[config.mk]
export PLATFORM = sky130hd
export DESIGN_NAME = sdram_init_param
export DESIGN_NICKNAME = d
export VERILOG_FILES = /design/src/rtl/sdram_pkg.sv /design/src/rtl/sdram_delay_cnt.sv /design/src/rtl/sdram_init_param.sv
export SDC_FILE = /design/constraint.sdc
export NUM_CORES = 1
export LEC_CHECK = 0
export BUFFER_PORTS_ARGS = -buffer_cell sky130_fd_sc_hd__buf_2
export CAP_MARGIN = 20
export CELL_PAD_IN_SITES_DETAIL_PLACEMENT = 1
export CELL_PAD_IN_SITES_GLOBAL_PLACEMENT = 1
export CORE_MARGIN = 1.5
export CORE_UTILIZATION = 41
export CTS_BUF_LIST = sky130_fd_sc_hd__clkbuf_8
export CTS_CLUSTER_SIZE = 8
export DETAILED_ROUTE_END_ITERATION = 10
export PLACE_DENSITY_LB_ADDON = 0.1
export SETUP_SLACK_MARGIN = 0.5
export SLEW_MARGIN = 40
export SYNTH_ARGS = -nofsm -noshare
export SYNTH_HDL_FRONTEND = slang
export SYNTH_HIERARCHICAL = 1
export SYNTH_SLANG_ARGS = --single-unit
export TNS_END_PERCENT = 20
[constraint.sdc]
create_clock -name sys_clk -period 4.7 [get_ports sys_clk]
set_clock_uncertainty 0.2 [all_clocks]
set_input_delay 0.705 -clock sys_clk [delete_from_list [all_inputs] [get_ports sys_clk]]
set_output_delay 0.705 -clock sys_clk [all_outputs]
set_load 0.01 [all_outputs]
[src/rtl/sdram_pkg.sv]
// Shared SDRAM definitions: command encodings, init-sequencer states, mode-register layout.
// Define SDRAM_INIT_EMRS_EN to add the EMRS/TEMRD states.
package sdram_pkg;

  // {cs_n, ras_n, cas_n, we_n}
  localparam logic [3:0] CMD_NOP       = 4'b0111;
  localparam logic [3:0] CMD_PRECHARGE = 4'b0010;
  localparam logic [3:0] CMD_AREF      = 4'b0001;
  localparam logic [3:0] CMD_LOAD_MODE = 4'b0000;
  localparam logic [3:0] CMD_ACTIVE    = 4'b0011;
  localparam logic [3:0] CMD_READ      = 4'b0101;
  localparam logic [3:0] CMD_WRITE     = 4'b0100;

  localparam int MR_W      = 13;
  localparam int MR_BL_LSB = 0;
  localparam int MR_BT_BIT = 3;
  localparam int MR_CL_LSB = 4;
  localparam int MR_WB_BIT = 9;

  typedef enum logic [3:0] {
    ST_IDLE,
    ST_PRE,
    ST_TRP,
    ST_AREF,
    ST_TRFC,
    ST_MRS,
    ST_TMRD,
`ifdef SDRAM_INIT_EMRS_EN
    ST_EMRS,
    ST_TEMRD,
`endif
    ST_DONE
  } init_state_e;

  function automatic logic [MR_W-1:0] mode_word(input logic wb, input logic [2:0] cl,
                                                input logic bt, input logic [2:0] bl);
    logic [MR_W-1:0] w;
    w                = '0;
    w[MR_BL_LSB+:3]  = bl;
    w[MR_BT_BIT]     = bt;
    w[MR_CL_LSB+:3]  = cl;
    w[MR_WB_BIT]     = wb;
    return w;
  endfunction

endpackage

[src/rtl/sdram_delay_cnt.sv]
// Loadable down-counter with a zero flag; holds at zero until reloaded.
module sdram_delay_cnt #(
  parameter int unsigned   W       = 8,
  parameter logic [W-1:0]  RST_VAL = '0
) (
  input  logic         sys_clk,
  input  logic         sys_rst_n,
  input  logic         load_i,
  input  logic [W-1:0] load_val_i,
  output logic         done_o
);

  logic [W-1:0] cnt_q;

  always_ff @(posedge sys_clk or negedge sys_rst_n) begin
    if (!sys_rst_n)         cnt_q <= RST_VAL;
    else if (load_i)        cnt_q <= load_val_i;
    else if (cnt_q != '0)   cnt_q <= cnt_q - 1'b1;
  end

  assign done_o = (cnt_q == '0);

endmodule

[src/rtl/sdram_init_param.sv]
// Parametrised SDRAM power-up / re-init sequencer with registered command outputs.
// Define SDRAM_INIT_EMRS_EN to issue an EXTENDED MODE REGISTER SET after the MRS.
module sdram_init_param
  import sdram_pkg::*;
#(
  parameter int unsigned WAIT_CLK    = 20000,
  parameter int unsigned TRP_CLK     = 2,
  parameter int unsigned TRFC_CLK    = 7,
  parameter int unsigned TMRD_CLK    = 3,
  parameter int unsigned AREF_NUM    = 8,
  parameter int unsigned CAS_LAT     = 3,
  parameter logic [2:0]  BURST_LEN   = 3'b111,
  parameter logic        BURST_TYPE  = 1'b0,
  parameter logic        WRITE_BURST = 1'b0,
  parameter logic [12:0] EMRS_VAL    = 13'h0000,
  parameter int unsigned ADDR_W      = 13,
  parameter int unsigned BA_W        = 2
) (
  input  logic              sys_clk,
  input  logic              sys_rst_n,
  input  logic              reinit_req,
  output logic [3:0]        init_cmd,
  output logic [BA_W-1:0]   init_ba,
  output logic [ADDR_W-1:0] init_addr,
  output logic              init_end,
  output logic              reinit_ack
);

  localparam int unsigned DMAX = (WAIT_CLK > TRFC_CLK) ? WAIT_CLK : TRFC_CLK;
  localparam int unsigned CW   = $clog2(DMAX + 1);

  localparam logic [CW-1:0]     LD_TRP   = CW'(TRP_CLK - 1);
  localparam logic [CW-1:0]     LD_TRFC  = CW'(TRFC_CLK - 1);
  localparam logic [CW-1:0]     LD_TMRD  = CW'(TMRD_CLK - 1);
  localparam logic [ADDR_W-1:0] MRS_ADDR =
    ADDR_W'(mode_word(WRITE_BURST, 3'(CAS_LAT), BURST_TYPE, BURST_LEN));

  init_state_e       state_q;
  logic [3:0]        cmd_q;
  logic [BA_W-1:0]   ba_q;
  logic [ADDR_W-1:0] addr_q;
  logic              end_q, ack_q;
  logic [3:0]        aref_cnt_q;

  logic              dly_load, dly_done;
  logic [CW-1:0]     dly_val;

  // Every one-cycle command state is followed by a wait state, so the delay
  // is armed while the command is on the bus.
  always_comb begin
    dly_load = 1'b0;
    dly_val  = '0;
    case (state_q)
      ST_PRE:  begin dly_load = 1'b1; dly_val = LD_TRP;  end
      ST_AREF: begin dly_load = 1'b1; dly_val = LD_TRFC; end
      ST_MRS:  begin dly_load = 1'b1; dly_val = LD_TMRD; end
`ifdef SDRAM_INIT_EMRS_EN
      ST_EMRS: begin dly_load = 1'b1; dly_val = LD_TMRD; end
`endif
      default: ;
    endcase
  end

  // Reset preloads the full power-up wait so IDLE needs no separate load.
  sdram_delay_cnt #(.W(CW), .RST_VAL(CW'(WAIT_CLK))) u_dly (
    .sys_clk    (sys_clk),
    .sys_rst_n  (sys_rst_n),
    .load_i     (dly_load),
    .load_val_i (dly_val),
    .done_o     (dly_done)
  );

  always_ff @(posedge sys_clk or negedge sys_rst_n) begin
    if (!sys_rst_n) begin
      state_q    <= ST_IDLE;
      cmd_q      <= CMD_NOP;
      ba_q       <= '1;
      addr_q     <= '1;
      end_q      <= 1'b0;
      ack_q      <= 1'b0;
      aref_cnt_q <= '0;
    end else begin
      cmd_q  <= CMD_NOP;
      ba_q   <= '1;
      addr_q <= '1;
      ack_q  <= 1'b0;
      case (state_q)
        ST_IDLE: if (dly_done) begin
          state_q <= ST_PRE;
          cmd_q   <= CMD_PRECHARGE;
        end
        ST_PRE:  state_q <= ST_TRP;
        ST_TRP: if (dly_done) begin
          state_q    <= ST_AREF;
          cmd_q      <= CMD_AREF;
          aref_cnt_q <= aref_cnt_q + 4'd1;
        end
        ST_AREF: state_q <= ST_TRFC;
        ST_TRFC: if (dly_done) begin
          if (aref_cnt_q == 4'(AREF_NUM)) begin
            state_q <= ST_MRS;
            cmd_q   <= CMD_LOAD_MODE;
            ba_q    <= '0;
            addr_q  <= MRS_ADDR;
          end else begin
            state_q    <= ST_AREF;
            cmd_q      <= CMD_AREF;
            aref_cnt_q <= aref_cnt_q + 4'd1;
          end
        end
        ST_MRS:  state_q <= ST_TMRD;
`ifdef SDRAM_INIT_EMRS_EN
        ST_TMRD: if (dly_done) begin
          state_q <= ST_EMRS;
          cmd_q   <= CMD_LOAD_MODE;
          ba_q    <= BA_W'(2);
          addr_q  <= ADDR_W'(EMRS_VAL);
        end
        ST_EMRS: state_q <= ST_TEMRD;
        ST_TEMRD: if (dly_done) begin
          state_q <= ST_DONE;
          end_q   <= 1'b1;
        end
`else
        ST_TMRD: if (dly_done) begin
          state_q <= ST_DONE;
          end_q   <= 1'b1;
        end
`endif
        ST_DONE: if (reinit_req) begin
          state_q    <= ST_PRE;
          cmd_q      <= CMD_PRECHARGE;
          end_q      <= 1'b0;
          ack_q      <= 1'b1;
          aref_cnt_q <= '0;
        end
        default: state_q <= ST_IDLE;
      endcase
    end
  end

  assign init_cmd   = cmd_q;
  assign init_ba    = ba_q;
  assign init_addr  = addr_q;
  assign init_end   = end_q;
  assign reinit_ack = ack_q;

endmodule

==> flow_metrics.env, run 1 <==
export IMPL_worst_setup_path_end_kind="flip-flop"
export IMPL_die_area_sq_mm=0.00441
export IMPL_portBuffers=17
export IMPL_synth_compound_area_share=0.150
export IMPL_crit_arrival_ns=3.06
export IMPL_drtPass1Iterations=4
export IMPL_numCtsBuffers=3
export IMPL_areaGrowthSynthToFinish_pct=5.99
export IMPL_slew_violations=0
export IMPL_start_util=0.437
export IMPL_ctsResizeCount=0
export IMPL_period_share=0.656
export IMPL_grt_max_degree=29
export IMPL_synth_area_sq_mm=0.00165
export IMPL_place_gp_congestion=0.788
export IMPL_tightest_slew_ns=0.719
export IMPL_wl_per_cell_um=14.9
export IMPL_dr_first_iter_drc_count=38
export IMPL_tritoncts="done"
export IMPL_place_ws_ns=1.62
export IMPL_dp_hpwl_um=2370
export IMPL_vias=1136
export IMPL_maxCapViolations=0
export IMPL_fillCellCount=427
export IMPL_cts_clk_slew_worst_paths_ns=0.10
export IMPL_drc=0
export IMPL_grt_use_met2=0.260
export IMPL_die_h_um=66.4
export IMPL_grt_first_pass_wirelength_um=5590
export IMPL_antenna_found_initial=0
export IMPL_fp_dieW_um=66.4
export IMPL_via_per_inst=5.09
export IMPL_core_area_sq_mm=0.00377
export IMPL_totalWireLength_um=3320
export IMPL_yosys_area_top_type_share=0.288
export IMPL_worstSetupStartpointType="flip-flop"
export IMPL_final_setup_viol_count=0
export IMPL_synth_adder_area_share=0.0228
export IMPL_finalWorstSetupSlack_ns=1.62
export IMPL_power_density_mw_per_mm2=231
export IMPL_yosysTopAreaCell="dfrtp_1"
export IMPL_synth_area_leaders="dfrtp_1 (29%), dfstp_2 (14%), buf_4 (7.3%), a22o_1 (4.2%), xor2_1 (4.2%)"
export IMPL_postRouteAntennaNets=0
export IMPL_crit_type="flip-flop to flip-flop"
export IMPL_hold_viol_final=0
export IMPL_ir_worst_vdd_mv=0.127
export IMPL_cts_root_buf="clkbuf_8"
export IMPL_layout_commonest_cell="dfrtp_1"
export IMPL_maxSlewHeadroom=0.518
export IMPL_synth_seq_area_share=0.432
export IMPL_period_needed_ns=3.08
export IMPL_rsz0062_at_grt="no"
export IMPL_hold_path_class="primary input to asynchronous set/reset pin"
export IMPL_synth_warnings=6
export IMPL_place_area_sq_mm=0.00169
export IMPL_multi_input_area_sq_um=810
export IMPL_synth_cell_types=45
export IMPL_grt_pass1_vias=1119
export IMPL_setup_tns_ns=0
export IMPL_holdBufCountCts=0
export IMPL_avgSynthCellArea_sq_um=10.2
export IMPL_grt_ovfl_total=0
export IMPL_synth_top_family_by_area="simple AND/OR/NAND/NOR gates"
export IMPL_io_pins=24
export IMPL_required_ns=4.68
export IMPL_gr_max_usage_layer="met2"
export IMPL_final_cell_mix="dfrtp_1 (19), conb_1 (18), buf_2 (17), nand2_1 (13), dfstp_2 (9)"
export IMPL_synthMuxAreaShare=0.0250
export IMPL_synthArstFlopShare=1.00
export IMPL_rows=22
export IMPL_p_leak_nw=0.753
export IMPL_diodes=0
export IMPL_status="finished, final reports clean"
export IMPL_syn_inst=161
export IMPL_fin_util=0.464
export IMPL_cts_setup_buffers=0
export IMPL_clk_latency_ns=0.28
export IMPL_use_met3=0.0409
export IMPL_fmax_mhz=324
export IMPL_design_area_sq_mm=0.00175
export IMPL_synth_edff_count=0
export IMPL_htree_levels=1
export IMPL_ys_ff_latch=28
export IMPL_synth_ff_type="dfrtp_1"
export IMPL_cts_path_max_buffers=2
export IMPL_cts_sinks=28
export IMPL_grtUsageMet1=0.240
export IMPL_synth_xor_area_frac=0.0751
export IMPL_nets=182
export IMPL_layout_area_seq_sq_um=712
export IMPL_holdWs_ns=0.236
export IMPL_path_max_fanout=13
export IMPL_drive_gt1_frac=0.217
export IMPL_grt_use_total=0.170
export IMPL_synth_simple_area_share=0.176
## area by class of cell
cell class              count  area share
multi-input cells         119       0.463
clock buffers               4      0.0315
inverters                   7      0.0150
well taps                  48      0.0344
flip-flops and latches     28       0.407
repair buffers             17      0.0487
## through the flow
step | power, mW | std cells
6_report | 0.404 | 223
5_1_grt | 0.421 | 223
4_1_cts | 0.408 | 223
3_5_place_dp | 0.255 | 219
3_3_place_gp | 0.255 | 219
2_1_floorplan | 0.253 | 177
## final timing paths
| kind | start | to | slack, ns | depth (start not counted) |
|---|---|---|---|---|
| worst max-delay path | u_dly/cnt_q[0] | aref_cnt_q[2] | 1.62 | 8 |
| worst min-delay path | sys_rst_n | u_dly/cnt_q[13] | 0.24 | 1 |
| worst max register to register | u_dly/cnt_q[0] | aref_cnt_q[2] | 1.62 | 8 |
| worst min register to register | u_dly/cnt_q[14] | u_dly/cnt_q[14] | 0.30 | 2 |
| max in group asynchronous | sys_rst_n | aref_cnt_q[1] | 3.64 | 1 |
| min in group sys_clk | u_dly/cnt_q[14] | u_dly/cnt_q[14] | 0.30 | 2 |
## routing by layer
metal  up-vias  routed length, um
met2        21               1490
met3         4                110
met1       558               1680
met4         0                 37
li1        553                  -
met5         -                  0
## report_power, final
part / total, mW / leakage (nW) / internal, mW / switching, mW
Combinational: 0.00962 / 0.442 / 0.000678 / 0.00894
Sequential: 0.241 / 0.282 / 0.241 / 0
Clock: 0.153 / 0.0288 / 0.0752 / 0.0780
## synth_stat cells (all sizes together), types with 2 or more instances
master   n
xnor2    3
conb     2
dfstp    9
nor3b    2
nand3b   2
nand2   13
mux2i    3
dfrtp   19
clkbuf   4
or4      4
ha       3
buf     19
nor3     7
and2     4
xor2     9
o21ai    7
a21o     2
inv      7
or3      2
nor2     8
a22o     8
a211oi   2
a21oi    4
o31ai    4
## sequential cells by signal, summed over array words and instances, names as in the netlist
name         flops
u_dly/cnt_q     15
aref_cnt_q       4
init_cmd         3
state_q          3
init_ba          1
init_end         1
reinit_ack       1
## critical path: stages, from the launching register on
cell and delay (ns):
dfrtp_1 0.40, inv_1 0.10, ha_1 0.20, or4b_1 0.57, nor4b_4 0.70, and2b_1 0.30
o311ai_4 0.16, mux2i_1 0.16, a21o_1 0.18
## kinds of logic (layout without fill, tap and decap cells)
| group | count (synthesis) | after routing |
|---|---|---|
| other | 2 | 18 |
| muxes | 4 | 4 |
| AOI/OAI and AO/OA | 32 | 32 |
| xor gates and xnor gates | 12 | 12 |
| DFF | 28 | 28 |
| adders and majority gates | 3 | 3 |
| buffers and inverters | 30 | 28 |
| and+or+nand+nor | 50 | 50 |
Power figures use the tool's default switching activity.
==> run 2: changes to the inputs <==
==> constraint.sdc (replaced) <==
create_clock -name sys_clk -period 2.82 [get_ports sys_clk]
set_clock_uncertainty 0.2 [all_clocks]
set_input_delay 0.423 -clock sys_clk [delete_from_list [all_inputs] [get_ports sys_clk]]
set_output_delay 0.423 -clock sys_clk [all_outputs]
set_load 0.01 [all_outputs]
==> run 2 against run 1 <==
Effect of this change: power up 59%; worst setup slack got worse by 1.1 ns; first-iteration DRC count rose by 47%; sequential power increased by 67%; maximum frequency up 33%; critical path depth unchanged; global-route usage is 0.17 points lower; non-clock buffer count rose by 10; cell count grew 4.5%; wire length fell by 1.2%; largest power group unchanged.
==> flow_metrics.env, run 2 (synthesized netlist as in run 1, its figures left out) <==
export IMPL_grt_use_total=0.169
export IMPL_worst_setup_path_end_kind="flip-flop"
export IMPL_power_density_mw_per_mm2=351
export IMPL_areaGrowthSynthToFinish_pct=11.1
export IMPL_start_util=0.437
export IMPL_fp_dieW_um=66.4
export IMPL_ctsResizeCount=0
export IMPL_finalWorstSetupSlack_ns=0.501
export IMPL_reg2reg_from="u_dly/cnt_q[1]"
export IMPL_postRouteAntennaNets=0
export IMPL_crit_arrival_ns=2.30
export IMPL_clk_latency_ns=0.28
export IMPL_grt_pass1_vias=1272
export IMPL_core_area_sq_mm=0.00377
export IMPL_period_needed_ns=2.32
export IMPL_tightest_slew_ns=0.616
export IMPL_numCtsBuffers=3
export IMPL_rrSetupSlack_ns=0.50
export IMPL_cts_clk_slew_worst_paths_ns=0.10
export IMPL_cts_sinks=28
export IMPL_maxSlewHeadroom=0.589
export IMPL_worstSetupStartpointType="flip-flop"
export IMPL_setup_tns_ns=0
export IMPL_use_met3=0.0221
export IMPL_die_h_um=66.4
export IMPL_gr_max_usage_layer="met2"
export IMPL_required_ns=2.80
export IMPL_p_leak_nw=0.790
export IMPL_antenna_found_initial=0
export IMPL_cts_root_buf="clkbuf_8"
export IMPL_nets=192
export IMPL_cts_path_max_buffers=2
export IMPL_rows=22
export IMPL_final_cell_mix="dfrtp_1 (19), conb_1 (18), buf_2 (17), nand2_1 (13)"
export IMPL_tritoncts="done"
export IMPL_dp_hpwl_um=2340
export IMPL_layout_commonest_cell="dfrtp_1"
export IMPL_crit_type="flip-flop to flip-flop"
export IMPL_largestRegisters="u_dly/cnt_q x15, aref_cnt_q x4"
export IMPL_grt_ovfl_total=0
export IMPL_via_per_inst=5.09
export IMPL_grt_first_pass_wirelength_um=5800
export IMPL_p_total_mw=0.642
export IMPL_totalWireLength_um=3280
export IMPL_htree_levels=1
export IMPL_final_setup_viol_count=0
export IMPL_vias=1185
export IMPL_drc=0
export IMPL_grtUsageMet1=0.228
export IMPL_whs_endpoint="u_dly/cnt_q[14]"
export IMPL_diodes=0
export IMPL_largest_register_ffs=15
export IMPL_place_gp_congestion=0.809
export IMPL_dr_first_iter_drc_count=56
export IMPL_design_area_sq_mm=0.00183
export IMPL_drtPass1Iterations=4
export IMPL_grt_max_degree=29
export IMPL_place_ws_ns=0.369
export IMPL_r2r_cells=8
export IMPL_drive_gt1_frac=0.270
export IMPL_slew_violations=0
export IMPL_min_from="u_dly/cnt_q[14]"
export IMPL_timing_rr_end="aref_cnt_q[2]"
export IMPL_path_max_fanout=4
export IMPL_io_pins=24
export IMPL_portBuffers=17
export IMPL_status="finished, final reports clean"
export IMPL_hold_path_class="flip-flop to flip-flop"
export IMPL_worstHoldPathCells=2
export IMPL_wl_per_cell_um=14.1
export IMPL_holdWs_ns=0.282
export IMPL_fmax_mhz=431
export IMPL_grt_use_met2=0.284
export IMPL_period_share=0.822
export IMPL_top_register="u_dly/cnt_q"
export IMPL_rsz0062_at_grt="yes"
export IMPL_die_area_sq_mm=0.00441
export IMPL_maxCapViolations=0
export IMPL_ir_worst_vdd_mv=0.186
export IMPL_place_area_sq_mm=0.00173
export IMPL_hold_viol_final=0
## run 2: cell count changes in the layout (fill, tap and decap cells not counted), sizes merged
| cell | delta |
|---|---|
| clkbuf | -1 |
| inv | +1 |
| dlygate4sd3 | +1 |
| buf | +9 |
## run 2: routing by layer
layer,part of all wire,wire (um)
met5,0,0
met1,0.51,1670
met2,0.45,1480
met4,0.0088,29
met3,0.028,93
## run 2: worst max path at each step
stage / startpoint / end
2_1_floorplan: u_dly/cnt_q[1] / aref_cnt_q[2]
3_3_place_gp: u_dly/cnt_q[1] / aref_cnt_q[2]
3_5_place_dp: u_dly/cnt_q[1] / aref_cnt_q[1]
4_1_cts: u_dly/cnt_q[0] / aref_cnt_q[1]
5_1_grt: u_dly/cnt_q[1] / aref_cnt_q[1]
6_report: u_dly/cnt_q[1] / aref_cnt_q[2]
## run 2: power by group
part	switching (mW)	internal (mW)
combinational	0.0144	0.00202
sequential	0	0.402
clock	0.126	0.0979
## run 2: what timing repair did
item                                   in CTS  in global routing
setup endpoints to repair                  13                  9
pin swaps                                   1                  0
endpoints found under the hold margin      19                  0
setup buffers                               6                  0
hold buffers                                1                  0
## run 2: final cells by class
type / instances / area, sq um
fill: 437 / 1940
multi-input combinational: 119 / 826
sequential: 28 / 712
timing repair buffer: 27 / 163
tap: 48 / 60.1
clock buffer: 3 / 41.3
inverter: 7 / 26.3
clock inverter: 1 / 3.75
## run 2: per-stage QoR
stage               cells   util
floorplan             177      -
global placement      222  0.459
detailed placement    222  0.459
CTS                   233  0.486
global route          233  0.486
finish                233  0.486
## run 2: worst max-delay path, cell delays in order (launching register included)
cell	delay, ns
dfrtp_1	0.41
inv_2	0.08
ha_4	0.14
or4b_4	0.48
nor4b_4	0.25
and2b_2	0.22
o311ai_4	0.13
mux2i_1	0.15
a21o_1	0.17
